`src/rtl/seg_scan_ctrl.sv`:
```
// Two-module, 8-digit hex scan controller with a frame-aligned one-entry load buffer.
// Optional leading-zero blanking per module when SEG_LZB_EN is defined.
module seg_scan_ctrl #(
  parameter int CLK_DIV = 50000
) (
  input  logic        clk,
  input  logic        rst_n,
  input  logic [31:0] data_in,
  input  logic        load_valid,
  output logic        load_ready,
  output logic        frame_done,
  output logic [7:0]  D0_SEG,
  output logic [3:0]  D0_AN,
  output logic [7:0]  D1_SEG,
  output logic [3:0]  D1_AN
);

  localparam int PRE_W = (CLK_DIV > 1) ? $clog2(CLK_DIV) : 1;

  logic [PRE_W-1:0] pre;
  logic [1:0]       dig;
  logic [31:0]      shadow;
  logic [31:0]      pend;
  logic             pend_full;

  logic             tick;
  logic             boundary;
  logic             accept;
  logic [7:0]       d0_seg_nxt;
  logic [7:0]       d1_seg_nxt;
  logic [3:0]       an_nxt;

  function automatic logic [7:0] hex_seg(input logic [3:0] n);
    logic [7:0] s;
    case (n)
      4'h0: s = 8'hC0;
      4'h1: s = 8'hF9;
      4'h2: s = 8'hA4;
      4'h3: s = 8'hB0;
      4'h4: s = 8'h99;
      4'h5: s = 8'h92;
      4'h6: s = 8'h82;
      4'h7: s = 8'hF8;
      4'h8: s = 8'h80;
      4'h9: s = 8'h90;
      4'hA: s = 8'h88;
      4'hB: s = 8'h83;
      4'hC: s = 8'hC6;
      4'hD: s = 8'hA1;
      4'hE: s = 8'h86;
      default: s = 8'h8E;
    endcase
    return s;
  endfunction

  // Segment pattern for slot k of one 16-bit module word.
  function automatic logic [7:0] slot_seg(input logic [15:0] half, input logic [1:0] k);
    logic [3:0] nib;
    nib = half[{k, 2'b00} +: 4];
`ifdef SEG_LZB_EN
    if (k != 2'd0 && (half >> {k, 2'b00}) == 16'h0000)
      return 8'hFF;
`endif
    return hex_seg(nib);
  endfunction

  assign tick       = (pre == PRE_W'(CLK_DIV - 1));
  assign boundary   = tick && (dig == 2'd3);
  assign load_ready = ~pend_full;
  assign accept     = load_valid && load_ready;

  assign d0_seg_nxt = slot_seg(shadow[15:0],  dig);
  assign d1_seg_nxt = slot_seg(shadow[31:16], dig);
  assign an_nxt     = ~(4'b0001 << dig);

  // NOTE: all state here updates with non-blocking assignments so every register
  // samples the pre-edge values of its neighbours, regardless of statement order.
  always_ff @(posedge clk) begin
    if (!rst_n) begin
      pre        <= '0;
      dig        <= 2'd0;
      shadow     <= 32'h0;
      pend_full  <= 1'b0;
      frame_done <= 1'b0;
      D0_SEG     <= 8'hFF;
      D1_SEG     <= 8'hFF;
      D0_AN      <= 4'hF;
      D1_AN      <= 4'hF;
    end else begin
      pre <= tick ? '0 : pre + PRE_W'(1);
      if (tick)
        dig <= dig + 2'd1;

      // Commit and accept are exclusive: accept needs an empty slot, commit a full one.
      if (boundary && pend_full) begin
        shadow    <= pend;
        pend_full <= 1'b0;
      end else if (accept) begin
        pend_full <= 1'b1;
      end

      frame_done <= boundary;
      D0_SEG     <= d0_seg_nxt;
      D1_SEG     <= d1_seg_nxt;
      D0_AN      <= an_nxt;
      D1_AN      <= an_nxt;
    end
  end

  // NOTE: the pending payload is deliberately left out of reset; pend_full alone
  // qualifies it, so clearing the data would only add reset fan-out.
  always_ff @(posedge clk) begin
    if (accept)
      pend <= data_in;
  end

endmodule
```
`config.mk`:
```
export PLATFORM = sky130hd
export DESIGN_NAME = seg_scan_ctrl
export DESIGN_NICKNAME = d
export VERILOG_FILES = /design/src/rtl/seg_scan_ctrl.sv
export SDC_FILE = /design/constraint.sdc
export NUM_CORES = 1
export LEC_CHECK = 0
export ABC_AREA = 1
export BUFFER_PORTS_ARGS = -buffer_cell sky130_fd_sc_hd__buf_2
export CAP_MARGIN = 30
export CORE_UTILIZATION = 55
export CTS_BUF_LIST = sky130_fd_sc_hd__clkbuf_8
export CTS_CLUSTER_SIZE = 8
export DETAILED_ROUTE_END_ITERATION = 7
export PLACE_DENSITY = 0.86
export REMOVE_ABC_BUFFERS = 1
export SYNTH_ARGS = -nofsm -noshare
export SYNTH_HDL_FRONTEND = slang
export SYNTH_SLANG_ARGS = --single-unit
```
`constraint.sdc`:
```
create_clock -name clk -period 2.7 [get_ports clk]
set_input_delay 0.405 -clock clk [delete_from_list [all_inputs] [get_ports clk]]
set_output_delay 0.405 -clock clk [all_outputs]
set_load 0.05 [all_outputs]
```
After elaboration in Yosys (flattened, before gate mapping)

Memory sizes are Yosys's and may differ from the RTL's. A register that Yosys moved wholly into a read port is not among the register bits.
Cells that the tools add are included.

Bits in registers: 104
Latch bits: 0
Memory bits (writable): 0
ROM bits: 224
Output and inout port bits: 26
Logic and storage cells: 28
Memories kept: 2

Add/sub/neg operators: 2
Multiply operators: 0
Div/mod/pow operators: 0
Order comparisons: 0
Equal/unequal tests: 2
Shifts and indexed selects: 3
Multiplexer cells: 0
Bitwise gates (word level): 3
Reductions and logical operators: 7

Memories:

| name             | depth | bits a word | rd ports | clocked after memory_dff | wr ports | RTL line | text |
|---|---|---|---|---|---|---|---|
| (name not given) | 16    | 7           | 1        | 1                        | 0        | 35       | `case (n)` |
| (name not given) | 16    | 7           | 1        | 1                        | 0        | 35       |  |

Operators by type and width:

| kind                    | count |
|---|---|
| $shiftx A16 B5 Y4       | 2 |
| $add A16 B1 Y16 const B | 1 |
| $eq A16 B16 Y1 const B  | 1 |
| $not A4 Y4              | 1 |
| $reduce_or A2 Y1        | 2 |
| $shl A1 B2 Y4 const A   | 1 |
| $logic_and A1 B1 Y1     | 3 |
| $add A2 B1 Y2 const B   | 1 |
| $eq A2 B2 Y1 const B    | 1 |
| $logic_not A1 Y1        | 2 |
| $not A1 Y1              | 2 |

Depth between registers and ports, before layout

Gate-level depths: netlist of run 1.

Depth in word-level cells: 4
Depth in mapped cells: 12
Mapped depth without buffers: 10

Worst setup path before layout of run 1

OpenSTA, ideal clock, no wires.

Path type: input to register
From: input port load_valid
To: register pend[0] (enable)
Library setup time: 0.422 ns
Data arrival time: 1.794 ns
Data required time: 2.278 ns
Setup slack: 0.484 ns
Cell stages on the path: 2
Path buffers: 0
Cell sequence: inv_1 nor2_1

Word-level cells in the longest chain between the ends: 1

RTL lines:

| element                | RTL line | text |
|---|---|---|
| start: declaration     | 9        | `input logic load_valid,` |
| $logic_and A1 B1 Y1    | 70       | `assign accept = load_valid && load_ready;` |
| net accept             | 28       | `logic accept;` |
| end signal: assignment | 114      | `pend <= data_in;` |
| end: declaration       | 23       | `logic [31:0] pend;` |

The timed path passes the listed nets, and every way through them passes these cells.
A chain may end at the register's enable or synchronous reset.

Final worst setup path of run 1

From: register dig[1]
To: register D0_SEG[6]

Word-level cells in the longest chain between the ends: 1

RTL lines:

| element                  | RTL line | text |
|---|---|---|
| start: declaration       | 21       | `logic [1:0] dig;` |
| start signal: assignment | 92       | `dig <= dig + 2'd1;` |
| $shiftx A16 B5 Y4        | 59       | `nib = half[{k, 2'b00} +: 4];` |
| end: declaration         | 12       | `output logic [7:0] D0_SEG,` |

No other way between the ends.

==> results of run 1 <==
## layer usage
| layer | part of all wire (%) | wire length [um] | vias up |
|---|---|---|---|
| li1 | - | - | 1855 |
| met1 | 45 | 3519 | 1533 |
| met2 | 48 | 3728 | 110 |
| met3 | 5.5 | 431 | 15 |
| met4 | 2.0 | 156 | 0 |
| met5 | 0 | 0 | - |
## area by class of cell
type | count | area, um^2
clock buffer | 9 | 123.9
clock inverter | 7 | 60.06
fill | 659 | 2848
inverter | 70 | 262.8
multi-input combinational | 370 | 1703
sequential | 102 | 2362
tap | 102 | 127.6
timing repair buffer | 62 | 320.3
## worst max path at each step
| stage | endpoint | slack [ns] | cells after the start | startpoint |
|---|---|---|---|---|
| finish | D0_SEG[6] | 0.78 | 9 | dig[1] |
| global route | D0_SEG[6] | 0.58 | 9 | dig[1] |
| CTS | D0_SEG[6] | 0.79 | 9 | dig[1] |
| detailed placement | D0_SEG[0] | 0.81 | 8 | dig[1] |
| global placement | D0_SEG[3] | 0.88 | 8 | dig[1] |
| floorplan | pend_full | -0.15 | 6 | dig[0] |
## where the power goes
part | internal (W) | switching, W
Sequential | 0.00163 | 0.0000133
Combinational | 0.0000352 | 0.0000937
Clock | 0.000348 | 0.000540
Total | 0.00201 | 0.000647
## registers in the layout (all words and copies together) (netlist names)
name        cells
shadow         32
D1_SEG          7
pend           32
D0_SEG          7
D1_AN           4
dig             2
frame_done      1
pend_full       1
pre            16
## cell usage in the layout, fill, tap and decap left out, types with 3 or more instances in the layout
master | netlist | final
nand2_1 | 166 | 166
nor2_1 | 88 | 87
dfxtp_1 | 70 | 70
inv_1 | 68 | 68
buf_2 | 8 | 58
nand3_1 | 49 | 49
edfxtp_1 | 32 | 32
ha_1 | 17 | 17
a21oi_1 | 13 | 13
clkbuf_8 | 0 | 9
nand4_1 | 8 | 8
o21ai_0 | 7 | 7
nor3_1 | 6 | 6
buf_4 | 8 | 4
nand2_2 | 3 | 3
o211ai_1 | 3 | 3
## worst max-delay path: cells and delay by family (launching register included)
kind            cells  cell delay (ns)
compound gates      1             0.10
fa+ha+maj           1             0.18
buf+inv             2             0.36
flops               1             0.61
simple gates        5             0.62
## metrics by stage
step | hold slack (ns) | setup slack [ns] | std cells | setup TNS (ns) | power, W
finish | 0.2057 | 0.7755 | 722 | 0 | 0.002656
CTS | 0.1885 | 0.7872 | 722 | 0 | 0.002690
global route | 0.1852 | 0.5788 | 722 | 0 | 0.002755
floorplan | 0.4175 | -0.1544 | 542 | -3.489 | 0.001747
global placement | 0.4266 | 0.8776 | 706 | 0 | 0.001802
detailed placement | 0.4465 | 0.8122 | 706 | 0 | 0.001806
## cell families (layout without fill, tap and decap cells)
kind of cell               Yosys count  in the layout  share of synthesized area, %
AOI/OAI and AO/OA                   24             24                         2.852
xor gates and xnor gates             2              2                        0.3916
adders and majority gates           17             17                         4.754
buffers and inverters               94            148                         9.284
DFF                                102            102                         52.80
other                                1              2                       0.08381
and+or+nand+nor                    325            325                         29.84
==> summary.md, run 1 <==
| Metric | Value |
|---|---|
| Outcome | `finished clean` |
| Largest net degree at the start of global routing | `66` |
| Worst Hold End | `pend[23]` |
| FMAX | `519.6 MHz` |
| Hold path start | `data_in[23]` |
| GRT Util Overall | `19.98%` |
| Number of diodes | `0` |
| Vias | `3,513` |
| Via-to-Cell Ratio | `4.866` |
| Nets | `667` |
| M3 GR Usage | `4.063%` |
| First-pass GRT wire length | `13,430 um` |
| Longest Clk Path Bufs | `2` |
| Reg clk slew, reported paths | `0.10 ns` |
| Cell taking the most area after synthesis | `dfxtp_1` |
| R2R Path End | `D0_SEG[6]` |
| Synth Warn # | `0` |
| Routed WL per cell | `10.85 um` |
| Core box area | `7807 um^2` |
| Fin. max-slew vios | `0` |
| CP startpoint kind | `register` |
| Initial antenna violation count | `0` |
| Final Hold Viols | `0` |
| Flop and latch count out of synthesis | `102` |
| Post-Synthesis Cells | `565` |
| Most common cell in the netlist | `nand2_1` |
| Clk_lat worst skew | `0.36 ns` |
| Syn Std Cell Area | `4474 um^2` |
| Crit end category | `register` |
| Post-synth top area share | `31.32%` |
| WP data arrival | `2.23 ns` |
| Gpl congestion | `0.8861` |
| Dominant synthesized flop cell | `dfxtp_1` |
| Initial DRC Count | `130` |
| Final wirelength | `7835 um` |
| Final Setup Violations | `0` |
| Fraction of the yosys area taken by sequential cells | `52.80%` |
| Final period util | `71.28%` |
| Most used cell, CP | `nand3_1` |
| Starting Density | `57.31%` |
| Post-synth EDFFs | `32` |
| Synth top area cells | `dfxtp_1 31%, edfxtp_1 21%, nand2_1 14%` |
| Worst-margin pin slew | `0.5871 ns` |
| Worst R2R Setup Slack | `0.78 ns` |
| CP Class | `register to register` |
| Vias in the first global route | `3,237` |
| RSZ-0062 raised after global routing | `no` |
| DP HPWL | `5506 um` |
| Crit Path Max Fanout | `11` |
| Leakage | `2.291 nW` |
| TritonRoute pass-1 iters | `5` |
| Peak VDD IR | `415.5 uV` |
| Met2 Resource Use GR | `33.40%` |
| # resized after CTS | `0` |
| Full die area | `8500 um^2` |
| Placed cell area | `4776 um^2` |
| Worst Hold Class | `input port to register` |
| CTS buffer count | `9` |
| Post-route cell area | `4960 um^2` |
| Row Count | `32` |
| Layout cells sized above 1 | `13.71%` |
| Clock Sinks | `102` |
| CTS hold repair buffers | `0` |
| Share of flip-flops with an asynchronous set or reset | `0%` |
| Worst r2r path cells | `9` |
| Die X | `92.20 um` |
| P&R area growth vs syn | `10.85%` |
| Die Y | `92.20 um` |
| DRC Markers | `0` |
| Most frequent cells after synthesis | `166 x nand2_1, 88 x nor2_1, 70 x dfxtp_1` |
| Grt ovf | `0` |
| Root Buffer | `clkbuf_8` |
| Grt peak-use layer | `met2` |
| Crit path largest cell delay | `0.61 ns` |
| Clock Skew | `0.01282 ns` |
| ANT nets after route | `0` |
| Pwr/cell area | `535.6 nW/um^2` |
| Synth cell types | `26` |
| Worst r2r src | `dig[1]` |
| CP required | `3.01 ns` |
| # H-tree levels | `3` |
| CTS tree | `yes` |
| Number of max-cap violations | `0` |
| Top Ports | `61` |
| PortBufs | `58` |
| Slew headroom | `60.86%` |
| Met1 usage | `24.31%` |
| Worst path slowest cell | `dfxtp_1` |
| Min Tclk post-route | `1.924 ns` |
| CP Cell Sequence | `inv_2, nand3_1, nand2_1, inv_1, ha_1, nand3_1, nand3_1, o21ai_0, nand2_1` |
| Final Util | `63.53%` |
| Number of post-CTS setup repair buffers | `0` |
| Post-synthesis average cell area | `7.919 um^2` |
| Hold Path Depth | `1` |
(Power assumes the default switching activity.)
==> inputs of run 2 (changes only) <==
- CORE_UTILIZATION: 55 -> 54
- PLACE_DENSITY: 0.86 -> 0.88
- clock period: 2.7 -> 1.55 ns (I/O delays scaled with it)
==> run 2 against run 1 <==
The run now ends with setup timing left. Register-to-register slack got worse by 0.98 ns. Power up 79%. Fmax increased by 9.9%. Routed wire length increased by 40%. Clock skew rose by 0.0035 ns. Largest cell class unchanged.
==> summary.md, run 2 (synthesized netlist as in run 1, its figures left out) <==
| Metric | Value |
|---|---|
| CTS hold repair buffers | `0 (unchanged)` |
| Grt ovf | `0 (unchanged)` |
| Violated checks | `setup timing` |
| PortBufs | `58 (unchanged)` |
| Final Hold Viols | `0 (unchanged)` |
| Peak VDD IR | `712.1 uV (was 415.5 uV)` |
| Initial DRC Count | `319 (was 130)` |
| Fin. max-slew vios | `0 (unchanged)` |
| # H-tree levels | `3 (unchanged)` |
| FF/Latch Area | `2375 um^2 (was 2362 um^2)` |
| Die Y | `93.03 um (was 92.20 um)` |
| Worst r2r src | `pre[14] (was dig[1])` |
| CTS tree | `yes (unchanged)` |
| Outcome | `finished, violations left (was finished clean)` |
| M1 WL | `4471 um (was 3519 um)` |
| Clock Sinks | `102 (unchanged)` |
| CTS buffer count | `9 (unchanged)` |
| Setup_tns | `-4.759 ns (was 0 ns)` |
| Top Ports | `61 (unchanged)` |
| Met3 WL post-DR | `748 um (was 431 um)` |
| GRT Util Overall | `21.76% (was 19.98%)` |
| Crit Path Max Fanout | `6 (was 11)` |
| Routed WL per cell | `14.29 um (was 10.85 um)` |
| Crit end category | `register (unchanged)` |
| Multi-input logic area | `1904 um^2 (was 1703 um^2)` |
| WP data arrival | `2.07 ns (was 2.23 ns)` |
| Worst setup path startpoint | `pre[14] (was dig[1])` |
| Starting Density | `56.73% (was 57.31%)` |
| Pwr/cell area | `843.7 nW/um^2 (was 535.6 nW/um^2)` |
| Reg clk slew, reported paths | `0.10 ns (about the same)` |
| Leakage | `2.569 nW (was 2.291 nW)` |
| First-pass GRT wire length | `14,900 um (was 13,430 um)` |
| Core box area | `7888 um^2 (was 7807 um^2)` |
| Worst Hold Slack | `0.01954 ns (was 0.2057 ns)` |
| Top flop regs | `pend (32), shadow (32), pre (16) (unchanged)` |
| Full die area | `8654 um^2 (was 8500 um^2)` |
| Min Tclk post-route | `1.752 ns (was 1.924 ns)` |
| Final period util | `113.0% (was 71.28%)` |
| Final worst slack | `-0.2016 ns (was 0.7755 ns)` |
| Worst Hold Class | `input port to register (unchanged)` |
| Most used cells in the layout excluding fill and tap cells | `158 x nand2_1, 83 x nor2_1, 62 x dfxtp_1, 62 x inv_1, 59 x buf_2 (was 166 x nand2_1, 87 x nor2_1, 70 x dfxtp_1)` |
| Layout cells sized above 1 | `27.22% (was 13.71%)` |
| Longest Clk Path Bufs | `2 (unchanged)` |
| Met2 Wirelength | `5387 um (was 3728 um)` |
| DRC Markers | `0 (unchanged)` |
| RSZ-0062 raised after global routing | `yes (was no)` |
| Number of diodes | `0 (unchanged)` |
| Vias | `4,034 (was 3,513)` |
| FMAX | `570.9 MHz (was 519.6 MHz)` |
| Initial antenna violation count | `0 (unchanged)` |
| Final Setup Violations | `42 (was 0)` |
| Via-to-Cell Ratio | `5.259 (was 4.866)` |
| Number of max-cap violations | `0 (unchanged)` |
| Pre-CTS worst setup slack | `-0.1307 ns (was 0.8122 ns)` |
| Commonest non-fill, non-tap cell in the layout | `nand2_1 (unchanged)` |
| Clk_lat worst skew | `0.38 ns (was 0.36 ns)` |
| CP startpoint kind | `register (unchanged)` |
| P&R area growth vs syn | `25.76% (was 10.85%)` |
| CP Class | `register to register (unchanged)` |
| Hold path start | `data_in[3] (was data_in[23])` |
| Filler cells | `525 (was 659)` |
| Largest net degree at the start of global routing | `49 (was 66)` |
| ANT nets after route | `0 (unchanged)` |
| Final wirelength | `10,960 um (was 7835 um)` |
| Nets | `712 (was 667)` |
| Root Buffer | `clkbuf_8 (unchanged)` |
| DP HPWL | `6263 um (was 5506 um)` |
| Vias in the first global route | `3,525 (was 3,237)` |
| Gpl congestion | `0.9875 (was 0.8861)` |
| TritonRoute pass-1 iters | `5 (unchanged)` |
| Die X | `93.03 um (was 92.20 um)` |
| CP required | `1.87 ns (was 3.01 ns)` |
| Row Count | `32 (unchanged)` |
| Highest routed metal layer | `met4 (unchanged)` |
| Clock Skew | `0.01636 ns (was 0.01282 ns)` |
## run 2: cell count changes in the layout (fill, tap and decap cells not counted), moves of 5 or more
cell / previous run / this run
dfxtp_1: 70 / 62
nand2_1: 166 / 158
buf_4: 4 / 32
nand3_1: 49 / 38
nand3_2: 1 / 11
nand2_2: 3 / 8
ha_2: 0 / 6
buf_6: 0 / 9
dfxtp_2: 0 / 7
ha_1: 17 / 7
inv_1: 68 / 62
## run 2: final timing paths
check / to / slack (ns) / cells past startpoint
worst max-delay path: shadow[6] / -0.20 / 8
worst min-delay path: pend[3] / 0.02 / 1
worst max register to register: shadow[6] / -0.20 / 8
worst min register to register: shadow[1] / 0.47 / 2
## run 2: routing by layer
metal	global-route usage (%)	up-vias
met3	4.797	38
li1	-	1943
met5	0	-
met4	10.00	0
met1	26.53	1855
met2	36.70	198
## run 2: cell type report
cell class | instances | share of cell area [%]
clock inverters | 7 | 1.134
inverters | 70 | 4.803
multi-input cells | 371 | 33.84
well taps | 102 | 2.268
flip-flops and latches | 102 | 42.21
repair buffers | 106 | 13.54
clock buffers | 9 | 2.201
## run 2: critical path: stages (launching register included)
cell and delay (ns):
dfxtp_1 0.37, inv_1 0.08, nor3_1 0.35, nand4_1 0.26, buf_6 0.23, buf_2 0.17, nand2_1 0.11, nand2_1 0.06
nor2_1 0.08
## run 2: power by group
group          internal [W]  total (W)  switching, W
clock network      0.000624    0.00163       0.00101
registers           0.00283    0.00286     0.0000258
logic             0.0000809   0.000258      0.000177
total               0.00354    0.00475       0.00121
## run 2: what timing repair did
item                       in CTS  in global routing
pin swaps                       3                 12
buffers inserted                0                  8
cloned                          0                  6
gates resized for setup        10                 66
setup endpoints to repair      11                 47
## run 2: metrics by stage
step / instance area (um^2) / instances / power, W / utilization (%)
5_1_grt: 5627 / 767 / 0.004909 / 71.34
3_3_place_gp: 5046 / 737 / 0.003157 / 63.98
6_report: 5627 / 767 / 0.004747 / 71.34
3_5_place_dp: 5046 / 737 / 0.003168 / 63.98
4_1_cts: 5258 / 753 / 0.004753 / 66.66
2_1_floorplan: 4325 / 542 / 0.003044 / -
